## src/rtl/dpram_loader_if.sv

```systemverilog
// Download/RAM-write bundle between a host download channel and dpram_loader.
// master = host side (issues commands and bytes), slave = the loader.
interface dpram_loader_if #(
  parameter int addr_width = 8,
  parameter int data_width = 16
);
  logic                  start;
  logic                  clear;
  logic                  dl_valid;
  logic [7:0]            dl_data;
  logic                  dl_last;
  logic                  dl_ready;
  logic [addr_width-1:0] ram_address;
  logic [data_width-1:0] ram_data;
  logic                  ram_wren;
  logic                  busy;
  logic                  done;
  logic                  overflow;
  logic [addr_width:0]   words_written;

  modport master (
    output start, clear, dl_valid, dl_data, dl_last,
    input  dl_ready, ram_address, ram_data, ram_wren,
           busy, done, overflow, words_written
  );

  modport slave (
    input  start, clear, dl_valid, dl_data, dl_last,
    output dl_ready, ram_address, ram_data, ram_wren,
           busy, done, overflow, words_written
  );
endinterface

```

## src/rtl/dpram_loader.sv

```systemverilog
// Write-port front end for a dpram: packs a download byte stream little-endian
// into RAM words and writes them sequentially, or fills the RAM with a constant.
module dpram_loader #(
  parameter int                    addr_width  = 8,
  parameter int                    data_width  = 16,
  parameter int                    NUMWORDS    = 1 << addr_width,
  parameter logic [7:0]            pad_byte    = 8'hFF,
  parameter logic [data_width-1:0] clear_value = '0
) (
  input logic           clock,
  input logic           reset_n,
  dpram_loader_if.slave bus
);

  localparam int BPW    = data_width / 8;
  localparam int LANE_W = (BPW > 1) ? $clog2(BPW) : 1;
  localparam logic [LANE_W-1:0]   LAST_LANE  = LANE_W'(BPW - 1);
  localparam logic [addr_width:0] WORD_LIMIT = (addr_width + 1)'(NUMWORDS);

  typedef enum logic [1:0] {IDLE, LOAD, CLEAR, FIN} state_t;

  state_t                state;
  logic [LANE_W-1:0]     lane;
  logic [data_width-1:0] pack;
  logic [data_width-1:0] next_word;
  logic [addr_width:0]   word_addr;
  logic                  last_pending;
  logic                  accept;
  logic                  word_complete;
  logic                  room_left;

  assign accept        = (state == LOAD) && bus.dl_valid && bus.dl_ready;
  assign word_complete = (lane == LAST_LANE) || bus.dl_last;
  assign room_left     = (word_addr != WORD_LIMIT);

  // Merge the incoming byte into its lane; a short final word pads the lanes above it.
  always_comb begin
    next_word = pack;
    for (int i = 0; i < BPW; i++) begin
      if (i == int'(lane))
        next_word[8*i +: 8] = bus.dl_data;
      else if (bus.dl_last && (i > int'(lane)))
        next_word[8*i +: 8] = pad_byte;
    end
  end

  // words_written follows committed writes, so it is already final when done rises.
  always_ff @(posedge clock) begin
    if (!reset_n) begin
      state             <= IDLE;
      lane              <= '0;
      pack              <= '0;
      word_addr         <= '0;
      last_pending      <= 1'b0;
      bus.dl_ready      <= 1'b0;
      bus.ram_address   <= '0;
      bus.ram_data      <= '0;
      bus.ram_wren      <= 1'b0;
      bus.busy          <= 1'b0;
      bus.done          <= 1'b0;
      bus.overflow      <= 1'b0;
      bus.words_written <= '0;
    end else begin
      bus.ram_wren <= 1'b0;
      bus.done     <= 1'b0;
      if (bus.ram_wren)
        bus.words_written <= bus.words_written + 1'b1;

      case (state)
        IDLE: begin
          if (bus.clear) begin
            state             <= CLEAR;
            bus.busy          <= 1'b1;
            lane              <= '0;
            bus.overflow      <= 1'b0;
            bus.words_written <= '0;
            bus.ram_wren      <= 1'b1;
            bus.ram_address   <= '0;
            bus.ram_data      <= clear_value;
            word_addr         <= (addr_width + 1)'(1);
          end else if (bus.start) begin
            state             <= LOAD;
            bus.busy          <= 1'b1;
            bus.dl_ready      <= 1'b1;
            lane              <= '0;
            bus.overflow      <= 1'b0;
            bus.words_written <= '0;
            word_addr         <= '0;
          end
        end

        LOAD: begin
          if (last_pending) begin
            state        <= FIN;
            last_pending <= 1'b0;
            bus.busy     <= 1'b0;
            bus.done     <= 1'b1;
          end else if (accept) begin
            if (word_complete) begin
              lane <= '0;
              if (room_left) begin
                bus.ram_wren    <= 1'b1;
                bus.ram_data    <= next_word;
                bus.ram_address <= word_addr[addr_width-1:0];
                word_addr       <= word_addr + 1'b1;
              end else begin
                bus.overflow <= 1'b1;
              end
            end else begin
              lane <= lane + 1'b1;
              pack <= next_word;
            end

            // With a final write in flight, finish one cycle later so done follows the commit.
            if (bus.dl_last) begin
              bus.dl_ready <= 1'b0;
              if (room_left) begin
                last_pending <= 1'b1;
              end else begin
                state    <= FIN;
                bus.busy <= 1'b0;
                bus.done <= 1'b1;
              end
            end
          end
        end

        CLEAR: begin
          if (room_left) begin
            bus.ram_wren    <= 1'b1;
            bus.ram_data    <= clear_value;
            bus.ram_address <= word_addr[addr_width-1:0];
            word_addr       <= word_addr + 1'b1;
          end else begin
            state    <= FIN;
            bus.busy <= 1'b0;
            bus.done <= 1'b1;
          end
        end

        FIN: begin
          state <= IDLE;
        end

        default: begin
          state <= IDLE;
        end
      endcase
    end
  end

endmodule
```

## src/flat_wrapper.sv

```systemverilog
// flat-port wrapper written by rule: the top's interface ports become plain ports
module dpram_loader_flat 
#(
  parameter int                    addr_width  = 8,
  parameter int                    data_width  = 16,
  parameter int                    NUMWORDS    = 1 << addr_width,
  parameter logic [7:0]            pad_byte    = 8'hFF,
  parameter logic [data_width-1:0] clear_value = '0
)
  (clock, reset_n, bus_start, bus_clear, bus_dl_valid, bus_dl_data, bus_dl_last, bus_dl_ready, bus_ram_address, bus_ram_data, bus_ram_wren, bus_busy, bus_done, bus_overflow, bus_words_written);
  dpram_loader_if #(.addr_width(addr_width), .data_width(data_width)) bus_i ();
  input logic clock;
  input logic reset_n;
  input wire logic [$bits(bus_i.start)-1:0] bus_start;
  input wire logic [$bits(bus_i.clear)-1:0] bus_clear;
  input wire logic [$bits(bus_i.dl_valid)-1:0] bus_dl_valid;
  input wire logic [$bits(bus_i.dl_data)-1:0] bus_dl_data;
  input wire logic [$bits(bus_i.dl_last)-1:0] bus_dl_last;
  output wire logic [$bits(bus_i.dl_ready)-1:0] bus_dl_ready;
  output wire logic [$bits(bus_i.ram_address)-1:0] bus_ram_address;
  output wire logic [$bits(bus_i.ram_data)-1:0] bus_ram_data;
  output wire logic [$bits(bus_i.ram_wren)-1:0] bus_ram_wren;
  output wire logic [$bits(bus_i.busy)-1:0] bus_busy;
  output wire logic [$bits(bus_i.done)-1:0] bus_done;
  output wire logic [$bits(bus_i.overflow)-1:0] bus_overflow;
  output wire logic [$bits(bus_i.words_written)-1:0] bus_words_written;
  assign bus_i.start = bus_start;
  assign bus_i.clear = bus_clear;
  assign bus_i.dl_valid = bus_dl_valid;
  assign bus_i.dl_data = bus_dl_data;
  assign bus_i.dl_last = bus_dl_last;
  assign bus_dl_ready = bus_i.dl_ready;
  assign bus_ram_address = bus_i.ram_address;
  assign bus_ram_data = bus_i.ram_data;
  assign bus_ram_wren = bus_i.ram_wren;
  assign bus_busy = bus_i.busy;
  assign bus_done = bus_i.done;
  assign bus_overflow = bus_i.overflow;
  assign bus_words_written = bus_i.words_written;
  dpram_loader #(.addr_width(addr_width), .data_width(data_width), .NUMWORDS(NUMWORDS), .pad_byte(pad_byte), .clear_value(clear_value)) u_core (.clock(clock), .reset_n(reset_n), .bus(bus_i));
endmodule
```

## config.mk

```make
export PLATFORM = sky130hd
export DESIGN_NAME = dpram_loader_flat
export DESIGN_NICKNAME = d
export VERILOG_FILES = /design/src/rtl/dpram_loader_if.sv /design/src/rtl/dpram_loader.sv /design/src/flat_wrapper.sv
export SDC_FILE = /design/constraint.sdc
export NUM_CORES = 1
export LEC_CHECK = 0
export ABC_AREA = 1
export BUFFER_PORTS_ARGS = -buffer_cell sky130_fd_sc_hd__buf_2
export CAP_MARGIN = 10
export CORE_UTILIZATION = 45
export CTS_BUF_LIST = sky130_fd_sc_hd__clkbuf_16
export DETAILED_ROUTE_END_ITERATION = 8
export PLACE_DENSITY = 0.66
export SLEW_MARGIN = 0
export SYNTH_ARGS = -nofsm -noshare
export SYNTH_HDL_FRONTEND = slang
export SYNTH_SLANG_ARGS = --single-unit
```

## constraint.sdc

```tcl
create_clock -name clock -period 2.7 [get_ports clock]
set_input_delay 0.135 -clock clock [delete_from_list [all_inputs] [get_ports clock]]
set_output_delay 0.135 -clock clock [all_outputs]
set_load 0.05 [all_outputs]
```

# Yosys cells after proc, flatten, opt, wreduce, memory -nomap -nowiden
# Index checks and enable logic that the tools add are counted.
[word_totals]
register_bits = 67
latchBits = 0
ram_bits = 0
mem_bits_ro = 0
input_bits = 14
output_inout_bits = 38
word_cells = 123
n_memories = 0
[classes]
n_addsub = 3
mul = 0
div_mod_pow = 0
n_lt_le_gt_ge = 1
n_eq_ne = 17
shift = 0
mux = 71
bitwise_logic = 2
reduce_logical = 16
[ops]
columns = ["cell", "n"]
rows = [
  ["2-to-1 mux 16 bit", 6],
  ["2-to-1 mux 9 bit", 10],
  ["2-to-1 mux 8 bit", 8],
  ["one-hot mux 16 bit (3 select lines)", 1],
  ["2-to-1 mux 1 bit", 31],
  ["one-hot mux 9 bit (3 select lines)", 1],
  ["one-hot mux 8 bit (3 select lines)", 1],
  ["adder 9 x 1 -> 9 bit, second input constant", 2],
  ["2-to-1 mux 2 bit", 6],
  ["inequality test 2 bit, second input constant", 6],
  ["AND reduction 4 bit", 3],
  ["AND reduction 6 bit", 2],
  ["AND reduction 5 bit", 2],
  ["inequality test 9 bit, second input constant", 1],
  ["inequality test 2 x 1 -> 1 bit, second input constant", 4],
  ["one-hot mux 1 bit (2 select lines)", 4],
  ["one-hot mux 2 bit (4 select lines)", 1],
  ["AND reduction 7 bit", 1],
  ["one-hot mux 1 bit (3 select lines)", 2],
  ["== test 2 bit, second input constant", 2],
  ["logical AND 1 bit", 3],
  ["inequality test 3 x 1 -> 1 bit, second input constant", 1],
  ["inequality test 3 x 2 -> 1 bit, second input constant", 1],
  ["inequality test 3 bit, second input constant", 1],
  ["9 further kinds", 10],
]

# Depth between registers and ports, before layout
# Gate-level depths: netlist of run 1.
[logic_depth]
depth_word = 9
depth_mapped = 12
mapped_depth_nobuf = 11

# Worst setup path after synthesis of run 1
# OpenSTA, ideal clock, no wires.
[synth_timing]
path_kind = "register to register"
start = "reg u_core.bus.dl_ready"
end = "reg u_core.bus.ram_data[6]"
setup_time_ps = 117
arrival_ps = 1528
t_required_ps = 2583
path_slack_ps = 1056
stages_incl_launch_ff = 11
path_buffers = 1
period_less_slack_ps = 1644
cell_sequence = "dfxtp_1 -> nand2_1 -> inv_1 -> nand2_1 -> nor2_2 -> nand2_2 -> nand2_2 -> buf_6 -> nand3_1 -> nand2_1 -> nor2_1"
[synth_between]
elab_chain_len = 3
[synth_lines]
columns = ["element", "line_no", "source"]
rows = [
  ["start, declared", "dpram_loader_if.sv:29", "output dl_ready, ram_address, ram_data, ram_wren,"],
  ["start signal, assigned", "dpram_loader.sv:55", "bus.dl_ready <= 1'b0;"],
  ["start signal, assigned", "dpram_loader.sv:84", "bus.dl_ready <= 1'b1;"],
  ["start signal, assigned", "dpram_loader.sv:116", "bus.dl_ready <= 1'b0;"],
  ["logical AND 1 bit", "dpram_loader.sv:32", "assign accept = (state == LOAD) && bus.dl_valid && bus.dl_ready;"],
  ["inequality test 2 x 1 -> 1 bit (no line)", "-", ""],
  ["AND reduction 7 bit (no line)", "-", ""],
  ["end signal, assigned", "dpram_loader.sv:79", "bus.ram_data <= clear_value;"],
  ["end signal, assigned", "dpram_loader.sv:103", "bus.ram_data <= next_word;"],
  ["end signal, assigned", "dpram_loader.sv:131", "bus.ram_data <= clear_value;"],
  ["end, declared", "dpram_loader_if.sv:29", ""],
]
# No other way between the ends.
# A chain may end at the register's enable or synchronous reset.

# Worst setup path after layout of run 1
[layout_timing]
start = "reg u_core.state[1]"
end = "reg u_core.bus.ram_address[3]"
[layout_between]
elab_chain_len = 5
elab_cells_between_ends = 12
classes_between = "eq/ne (6); mux (1); reduce/logical (5)"
[layout_lines]
columns = ["element", "line_no", "source"]
rows = [
  ["start, declared", "dpram_loader.sv:22", "state_t state;"],
  ["start signal, assigned", "dpram_loader.sv:50", "state <= IDLE;"],
  ["start signal, assigned", "dpram_loader.sv:72", "state <= CLEAR;"],
  ["start signal, assigned", "dpram_loader.sv:82", "state <= LOAD;"],
  ["== test 2 x 1 -> 1 bit", "dpram_loader.sv:32, dpram_loader.sv:69", ""],
  ["logical AND 1 bit (2 in series)", "dpram_loader.sv:32", ""],
  ["inequality test 2 x 1 -> 1 bit (no line)", "-", ""],
  ["AND reduction 5 bit (no line)", "-", ""],
  ["end signal, assigned", "dpram_loader.sv:104", "bus.ram_address <= word_addr[addr_width-1:0];"],
  ["end signal, assigned", "dpram_loader.sv:132", "bus.ram_address <= word_addr[addr_width-1:0];"],
  ["end, declared", "dpram_loader_if.sv:29", ""],
]
# Several ways; a longest one is shown, not always the timed one.

==> run metrics, run 1 <==
Placement Cell Area 3660 um2; Max Slew Vio Count 0; ANT nets after route 0; Setup Buffers After CTS 0; core footprint slightly above 7000 um2; Synth warnings 0; nets between 500 and 600; post-DR vias/cell about 5; Switching Share between 40 and 50%; Worst Path Required 2910 ps; Synth area leaders dfxtp_1 40%, nand2_1 14%, a21oi_1 8.9%; CP top delay family simple AND/OR/NAND/NOR gates; residual DRC count 0; Synth top area share 39.8%; critical path's slowest cell dfxtp_1; Tcrit/Tclk final 75.6%; Die W 88.5 um; Power Internal 2.60 mW; Comb pwr share 45.7%; WP data arrival 2250 ps; synthesized instance count 493; GP Congestion 0.917; die area 7840 um2; Std-Cell Rows 31; most frequent cells in the layout 130 x nand2_1, 67 x dfxtp_1, 60 x a21oi_1; Leak Pwr approximately 1.8 nW; Peak supply drop 0.387 mV; Vias 3,196; Net Switching 2.19 mW; most common cell after layout, fill and taps aside nand2_1; Post-CTS Resized 0; design area 3990 um2; max incr delay on CP between 400 and 500 ps; Worst Setup End Kind flip-flop; # setup viols final 0; RSZ-0062 raised after global routing no; Critical path buffers and inverters 3; hpwl dp 5470 um; CP Class reg -> reg; total CTS buffers 9; HP Class in -> reg; vias in the first global route 2,897; first-pass GRT wire length 12,700 um; DR iter-0 viols 167; Clock Tree Buf Depth 2; layout cells sized above 1 16.2%; Starting Density approximately 46%; Clock Sinks 67; DRT Pass-1 Iters 5; share of power burned in registers 27.9%; clk slew on worst S/H paths 60 ps; number of synthesized register bits 67; CTS tree yes; hold_buf cts 0; status completed; largest net degree at the start of global routing 40; Synth cell types 30; Pwr Total approximately 4.8 mW; Hold Violations, Final 0; CP Launch Type flip-flop; syn avg cell area 6.83 um2; post-synthesis sequential area ratio 39.8%; port buffer count 51; area leader, netlist dfxtp_1; Clk pwr share between 20% and 30%; critical path, cell by cell inv_1 > ha_1 > buf_4 > nand2_1 > inv_1 > nor3_4 > nand2_1 > nand2_2 > a21oi_1; Syn Nets 516; Total GRT Usage 21.3%; max frequency between 400 and 500 MHz; Mapped Area 3370 um2; Pwr Density 1200 nW/um2; Max FO, Critical Path 23; synthesis-to-finish area growth 18.3%; worst-margin pin slew 537 ps; total wire length 7710 um; Root Driver clkbuf_16; Overflow after GRT 0; initial antenna violation count 0; slew margin rel. 64.1%; CTS H-tree lvls 3; Die Ht 88.5 um; clock latency on the worst-skew pair roughly 330 ps; crit path time final ~2000 ps; Total Neg Setup Slack 0 ps; Final Skew just under 6 ps; post-DR wirelength/cell 12.0 um; # IOs 52; Inserted Diodes 0; Max-Cap Viols 0
==> per-stage QoR <==
stage | cells | hold WS, ps | setup slack [ps] | utilization [%]
floorplan | 493 | 293 | 1060 | -
global placement | 627 | 415 | 811 | 50.5
detailed placement | 627 | 421 | 702 | 50.5
CTS | 643 | 108 | 665 | 55.0
global route | 643 | 124 | 474 | 55.0
finish | 643 | 109 | 659 | 55.0
==> final cells by class <==
| cell class | instances | area, um2 |
|---|---|---|
| inverter | 62 | 233 |
| fill | 715 | 3270 |
| tap | 99 | 124 |
| sequential | 67 | 1340 |
| clock inverter | 7 | 103 |
| multi-input combinational | 344 | 1680 |
| timing repair buffer | 55 | 285 |
| clock buffer | 9 | 225 |
==> power by group through the flow <==
stage	Combinational [mW]	Sequential [mW]	Clock [mW]
after global routing	2.41	1.37	1.32
after CTS	2.19	1.34	1.28
final	2.19	1.34	1.26
after floorplan	1.17	1.94	0
after global placement	2.15	1.35	0
after detailed placement	2.17	1.36	0
==> synthesized netlist by cell type <==
cell type / count
dfxtp_1: 67
nor3_1: 2
o21ai_0: 26
mux2i_1: 1
nand3_2: 2
clkinv_1: 1
ha_1: 9
nand2_1: 130
buf_2: 11
o21ai_1: 1
nor3b_1: 1
inv_2: 3
nor3_4: 1
a211oi_1: 2
nand4_1: 5
a21oi_1: 60
nand3_1: 26
o21bai_1: 5
o211ai_1: 8
nand2_2: 5
nor2_2: 4
a21oi_2: 1
xnor2_1: 2
buf_6: 4
o31ai_1: 1
xor2_1: 2
inv_1: 58
clkbuf_1: 5
nor2_4: 1
nor2_1: 49
==> path summary, 6_finish.rpt <==
kind,start,end,slack [ps],cells past startpoint
worst max-delay path,u_core.state[1],u_core.bus.ram_address[3],660,9
worst min-delay path,bus_start,u_core.bus.dl_ready,110,3
worst max register to register,u_core.state[1],u_core.bus.ram_address[3],660,9
worst min register to register,u_core.pack[15],u_core.pack[15],430,2
==> logic make-up (layout without fill, tap and decap cells) <==
kind of cell / after synthesis / in the layout / synth area share, %
xor gates and xnor gates: 4 / 4 / 1.04
DFF: 67 / 67 / 39.8
AOI/OAI and AO/OA: 104 / 104 / 16.7
buffers and inverters: 82 / 133 / 10.4
and+or+nand+nor: 226 / 226 / 28.3
adders and majority gates: 9 / 9 / 3.34
muxes: 1 / 1 / 0.297
==> registers in the layout, summed over array words and instances (netlist names) <==
register / count
u_core.bus.busy: 1
u_core.bus.dl_ready: 1
u_core.bus.done: 1
u_core.bus.overflow: 1
u_core.bus.ram_address: 8
u_core.bus.ram_data: 16
u_core.bus.ram_wren: 1
u_core.bus.words_written: 9
u_core.lane: 1
u_core.last_pending: 1
u_core.pack: 16
u_core.state: 2
u_core.word_addr: 9
==> worst reg2reg max path: stages, from the launching register on <==
cell and delay [ps]:
dfxtp_1 410, inv_1 120, ha_1 230, buf_4 220
nand2_1 120, inv_1 80, nor3_4 350, nand2_1 150
nand2_2 150, a21oi_1 90
==> metal layers <==
| layer | vias up | share of wire (%) | track usage, % | routed length (um) |
|---|---|---|---|---|
| met1 | 1429 | 47 | 26.5 | 3640 |
| met5 | - | 0 | 0 | 0 |
| met3 | 16 | 3.9 | 3.54 | 303 |
| met2 | 75 | 47 | 35.0 | 3590 |
| met4 | 0 | 2.4 | 11.7 | 184 |
| li1 | 1676 | - | - | - |
Power figures use the tool's default switching activity.
==> run 2, diff against run 1 <==
--- a/config.mk
+++ b/config.mk
@@ -5,7 +5,7 @@
 export SDC_FILE = /design/constraint.sdc
 export NUM_CORES = 1
 export LEC_CHECK = 0
-export ABC_AREA = 1
+export ABC_AREA = 0
 export BUFFER_PORTS_ARGS = -buffer_cell sky130_fd_sc_hd__buf_2
 export CAP_MARGIN = 10
 export CORE_UTILIZATION = 45
==> constraint.sdc (replaced) <==
create_clock -name clock -period 2 [get_ports clock]
set_input_delay 0.1 -clock clock [delete_from_list [all_inputs] [get_ports clock]]
set_output_delay 0.1 -clock clock [all_outputs]
set_load 0.05 [all_outputs]
==> run 2 against run 1 <==
Critical path depth decreased by 2; total power increased by 2.5%; non-clock buffer count increased by 32; combinational power decreased by 21%; critical endpoint is now u_core.word_addr[1]; highest routed layer unchanged.
==> run metrics, run 2 <==
status completed; most common cell after layout, fill and taps aside dfxtp_1; Synth top area share 41.7%; Worst Path Required around 2200 ps; Max Slew Vio Count 0; Syn Nets between 300 and 400; worst-margin pin slew roughly 610 ps; port buffer count 51; clk slew on worst S/H paths 60 ps; Inserted Diodes 0; # IOs 52; Synth cell types 57; reg2reg setup slack 160 ps; synthesis-to-finish area growth 28.0%; RSZ-0062 raised after global routing no; largest net degree at the start of global routing 39; Leak Pwr between 1.5 and 2 nW; core footprint 6870 um2; Hold Violations, Final 0; post-synthesis sequential area ratio between 40% and 50%; Pwr Total 4.91 mW; top post-synthesis cells by count 67 x dfxtp_1, 53 x nand2_1, 30 x nor2_1, 19 x mux2i_1, 19 x o21ai_0; Crit path top cell by count buf_4; register area between 1000 and 1500 um2; critical path's slowest cell dfxtp_1; CP Launch Type flip-flop; area of the multi-input gates between 1500 and 2000 um2; Total GRT Usage 23.4%; die area 7500 um2; Net Switching about 1.7 mW; Tcrit/Tclk final about nine tenths; CP top delay family buffers and inverters; share of power burned in registers 29.8%; Synth warnings 0; initial antenna violation count 0; hold_buf cts 0; post-DR wirelength/cell 14.7 um; Starting Density 46.9%; number of synthesized register bits 67; max frequency around 540 MHz; asr flop ratio synth 0%; top flop regs u_core.bus.ram_data x16, u_core.pack x16; crit path time final about 1800 ps; DRT Pass-1 Iters 4; max incr delay on CP roughly 400 ps; Max-Cap Viols 0; Clock Sinks between 60 and 70; Setup Buffers After CTS 0; Pwr Density 1190 nW/um2; Critical path buffers and inverters 3; Worst Setup End Kind flip-flop; Vias approximately 3,000; Die Ht 86.6 um; count leader, synth dfxtp_1; critical path, cell by cell inv_1 > ha_1 > nor3b_2 > buf_4 > a2111oi_1 > buf_4 > o32ai_1; CTS H-tree lvls 3; CTS tree yes; slew margin rel. 58.9%; area leader, netlist dfxtp_1; layout cells sized above 1 25.9%; vias in the first global route a little under 3,000; Overflow after GRT 0; clock latency on the worst-skew pair 330 ps; Placement Cell Area ~3800 um2; Root Driver clkbuf_16; synthesized instance count 370; Total Neg Setup Slack 0 ps; Peak supply drop 0.588 mV; Max FO, Critical Path 7; Synth area leaders dfxtp_1 42%, nand2_1 6.2%, mux2i_1 5.9%; Final Core Density around 60%; Hold WS 183 ps; WP data arrival 2050 ps; Die W 86.6 um; Clock Tree Buf Depth 2; Switching Share 34.3%; syn avg cell area 8.70 um2; total wire length ~8000 um; Clk pwr share a little over a third; Final Skew 5.44 ps; Post-synth EDFFs 0; total CTS buffers 9; number of filler cells placed in the layout 647; HP Class in -> reg; CP Class reg -> reg; Most used DFF post-synth dfxtp_1; GP Congestion 0.890; design area between 4000 and 5000 um2; Comb pwr share a little over a third; Mapped Area ~3200 um2; nets 470; Power Internal 3.23 mW; Std-Cell Rows 30; ANT nets after route 0; hpwl dp 5630 um; # setup viols final 0; first-pass GRT wire length 13,700 um; post-DR vias/cell 5.49; most frequent cells in the layout 67 x dfxtp_1, 53 x nand2_1, 51 x buf_2; DR iter-0 viols 135; residual DRC count 0
==> run 2: cell types whose count changed after synthesis, sizes merged, moves of 7 or more <==
| cell | delta |
|---|---|
| a211oi | +7 |
| clkbuf | +7 |
| and2 | +10 |
| mux2i | +18 |
| o21ai | -7 |
| o32ai | +10 |
| a21oi | -43 |
| inv | -52 |
| nor2 | -23 |
| nand3 | -11 |
| nand2 | -81 |
| a32oi | +8 |
==> run 2: area by class of cell <==
class,instances,area share [%]
Multi-Input combinational cell,273,42.5
Sequential cell,67,32.5
Timing Repair Buffer,87,13.4
Clock buffer,9,5.46
Tap cell,96,2.91
Clock inverter,7,2.43
Inverter,9,0.820
==> run 2: layer usage <==
layer	vias up	wire, um	GRT usage [%]
met3	11	369	6.00
li1	1509	-	-
met1	1419	3790	30.5
met5	-	0	0
met2	67	3780	38.0
met4	0	93	7.27
==> run 2: logic make-up after synthesis <==
kind of cell / after synthesis / synth area share, %
flops: 67 / 41.7
compound gates: 92 / 20.7
fa+ha+maj: 9 / 3.50
mux: 19 / 5.91
xor+xnor: 6 / 1.63
simple gates: 147 / 22.2
buf+inv: 30 / 4.35
==> run 2: power groups by stage <==
stage / Clock, mW / Combinational (mW) / Sequential (mW)
after detailed placement: 0 / 1.68 / 1.49
after floorplan: 0 / 0.990 / 1.60
after global placement: 0 / 1.67 / 1.49
after global routing: 1.82 / 1.89 / 1.48
final: 1.72 / 1.72 / 1.47
after CTS: 1.75 / 1.69 / 1.46
==> run 2: metrics by stage <==
stage	worst slack (ps)	instances
final	161	548
after global routing	11.5	548
after CTS	54.8	548
after detailed placement	70.3	532
after global placement	110	532
after floorplan	81.4	370
==> run 2: timing repair <==
| item | 4_1_cts | 5_1_grt |
|---|---|---|
| gates resized for setup | 0 | 5 |
| endpoints found under the hold margin | 0 | 0 |
| setup endpoints to repair | 0 | 26 |
==> run 2: worst paths after layout <==
kind	start	endpoint	depth (start not counted)
worst min register to register	u_core.bus.ram_address[0]	u_core.bus.ram_address[0]	2
worst max-delay path	u_core.state[1]	u_core.word_addr[1]	7
worst max register to register	u_core.state[1]	u_core.word_addr[1]	7
worst min-delay path	bus_dl_data[0]	u_core.pack[0]	3
==> run 2: worst register-to-register path: cells and delay by family (launching register included) <==
kind,cells,cell delay [ps]
buffers and inverters,3,480
adder cells (fa/ha/maj),1,200
flip-flops,1,400
AO/OA/AOI/OAI,2,460
AND/OR/NAND/NOR,1,170
==> run 3, diff against run 2 <==
--- a/config.mk
+++ b/config.mk
@@ -16,3 +16,4 @@
 export SYNTH_ARGS = -nofsm -noshare
 export SYNTH_HDL_FRONTEND = slang
 export SYNTH_SLANG_ARGS = --single-unit
+export TNS_END_PERCENT = 30
==> constraint.sdc (replaced) <==
create_clock -name clock -period 1.8 [get_ports clock]
set_input_delay 0.09 -clock clock [delete_from_list [all_inputs] [get_ports clock]]
set_output_delay 0.09 -clock clock [all_outputs]
set_load 0.05 [all_outputs]
==> run 3 against run 2 <==
Register-to-register slack got worse by 110 ps; setup slack got worse by 110 ps; flip-flop and latch count unchanged; first-iteration DRC count grew 27%; fmax rose by 5.2%; sequential share of layout area fell by 1.2 points; clock power grew 3%; critical path depth up 1; combinational power increased by 24%; count of clock-buffer cells in the layout stayed put; total power rose by 13%.
==> run metrics, run 3 (synthesis results as in run 2) <==
Overflow after GRT 0; worst-margin pin slew 374 ps; Tcrit/Tclk final 97.2%; Inserted Diodes 0; vias in the first global route 2,855; DR iter-0 viols roughly 170; final worst setup slack between 50 and 60 ps; hpwl dp between 5000 and 6000 um; Max Slew Vio Count 0; port buffer count 51; # setup viols final 0; initial antenna violation count 0; post-DR vias/cell between 5 and 6; synthesis-to-finish area growth 33.1%; worst r2r src u_core.word_addr[0]; HP Class in -> reg; Die W roughly 87 um; Vias 3,069; Worst Path Required 2060 ps; crit path time final 1750 ps; total wire length 8540 um; met1 Usage GRT between 30% and 40%; number of filler cells placed in the layout 605; CP Class reg -> reg; residual DRC count 0; Total GRT Usage 23.5%; Pwr Density 1290 nW/um2; reg2reg setup slack between 50 and 60 ps; critical path's slowest cell dfxtp_1; Hold Path Sink u_core.pack[1]; WP data arrival 2000 ps; most frequent cells in the layout 66 x dfxtp_1, 53 x nand2_1, 51 x buf_4, 51 x buf_2, 30 x nor2_1; critical path, cell by cell inv_1 > ha_1 > nor4bb_1 > buf_4 > a31o_2 > buf_4 > nand3_1 > a21oi_1; Leak Pwr ~1.7 nW; CTS tree yes; clk slew on worst S/H paths 60 ps; first-pass GRT wire length 13,800 um; largest net degree at the start of global routing 28; layout cells sized above 1 between 30% and 40%; die area 7500 um2; Max-Cap Viols 0; Crit path top cell by count buf_4; Setup WS pre-CTS -77.5 ps; status completed; CTS H-tree lvls 3; max frequency 572 MHz; top flop regs u_core.bus.ram_data x16, u_core.pack x16; Max FO, Critical Path 8; min-delay src bus_dl_data[1]; global routing usage on met3 3.90%; CP Launch Type flip-flop; slew margin rel. 74.4%; ANT nets after route 0; CP top delay family buffers and inverters; Worst Reg-to-Reg Cells 8; Clock Tree Buf Depth 2; max incr delay on CP 320 ps; Clock Sinks 67; Hold Path Stages 3; critical path depth in cells 8; nets 488; Hold Violations, Final 0; GP Congestion 0.849; Critical path buffers and inverters 3; post-DR wirelength/cell 15.1 um; Die Ht 86.6 um; RR Endpoint u_core.bus.ram_data[9]; total CTS buffers 9; Starting Density 46.9%; Final Skew 9.34 ps; Peak supply drop 0.709 mV; DRT Pass-1 Iters 4; Pwr Total 5.53 mW; hold_buf cts 0; Most Crowded Layer GR met2; most common cell after layout, fill and taps aside dfxtp_1; Root Driver clkbuf_16; clock latency on the worst-skew pair 340 ps; # IOs 52; core footprint approximately 7000 um2; met2 Resource Use GR 36.5%; Std-Cell Rows 30; Worst Setup End Kind flip-flop
[run 3: cell count changes in the layout (fill, tap and decap cells not counted), moves of 2 or more]
cell	before	now
o32ai_2	0	2
clkinvlp_4	0	2
buf_6	0	2
o32ai_1	10	8
buf_4	34	51
[run 3: final cells by class]
cell class                 instances  area [um2]  share of cell area [%]
timing repair buffer             105         681                    15.9
clock buffer                       9         225                    5.26
inverter                           9        33.8                   0.789
clock inverter                     7        76.3                    1.78
tap                               96         120                    2.80
multi-input combinational        273        1810                    42.1
sequential                        67        1340                    31.3
[run 3: how the worst max path moves through the flow]
stage | startpoint | to
after floorplan | u_core.state[0] | u_core.word_addr[4]
after global placement | u_core.word_addr[0] | u_core.state[0]
after detailed placement | u_core.state[1] | u_core.bus.ram_data[4]
after CTS | u_core.state[1] | u_core.bus.ram_data[4]
after global routing | u_core.word_addr[0] | u_core.bus.ram_data[14]
final | u_core.word_addr[0] | u_core.bus.ram_data[9]
[run 3: where the power goes]
part	internal (mW)	leakage (nW)	switching (mW)	total, mW
combinational	0.954	1.06	1.19	2.14
clock	1.08	0.142	0.690	1.77
sequential	1.56	0.541	0.0617	1.62
[run 3: metrics by stage]
stage / utilization, % / hold WS (ps) / setup TNS, ps / instances / cell area (um2)
6_report: 62.4 / 191 / 0 / 566 / 4280
5_1_grt: 62.4 / 212 / -285 / 566 / 4280
4_1_cts: 61.1 / 182 / 0 / 563 / 4200
3_5_place_dp: 56.6 / 444 / -164 / 547 / 3880
3_3_place_gp: 56.6 / 442 / 0 / 547 / 3880
2_1_floorplan: - / 288 / 0 / 370 / 3220
[run 3: tightest hold or removal path: stages]
cell	delay (ps)
buf_2	110
mux2i_1	180
a211oi_1	100
[run 3: timing repair]
| action | CTS | global route |
|---|---|---|
| setup endpoints to repair | 10 | 35 |
| setup buffers | 0 | 2 |
| pin swaps | 0 | 1 |
| gates cloned | 0 | 1 |
| resized for setup | 4 | 16 |
[run 3: metal layers]
layer	vias to the layer above	wire, um
met5	-	0
met4	0	94
met3	9	460
met2	89	3830
met1	1429	4160
li1	1542	-
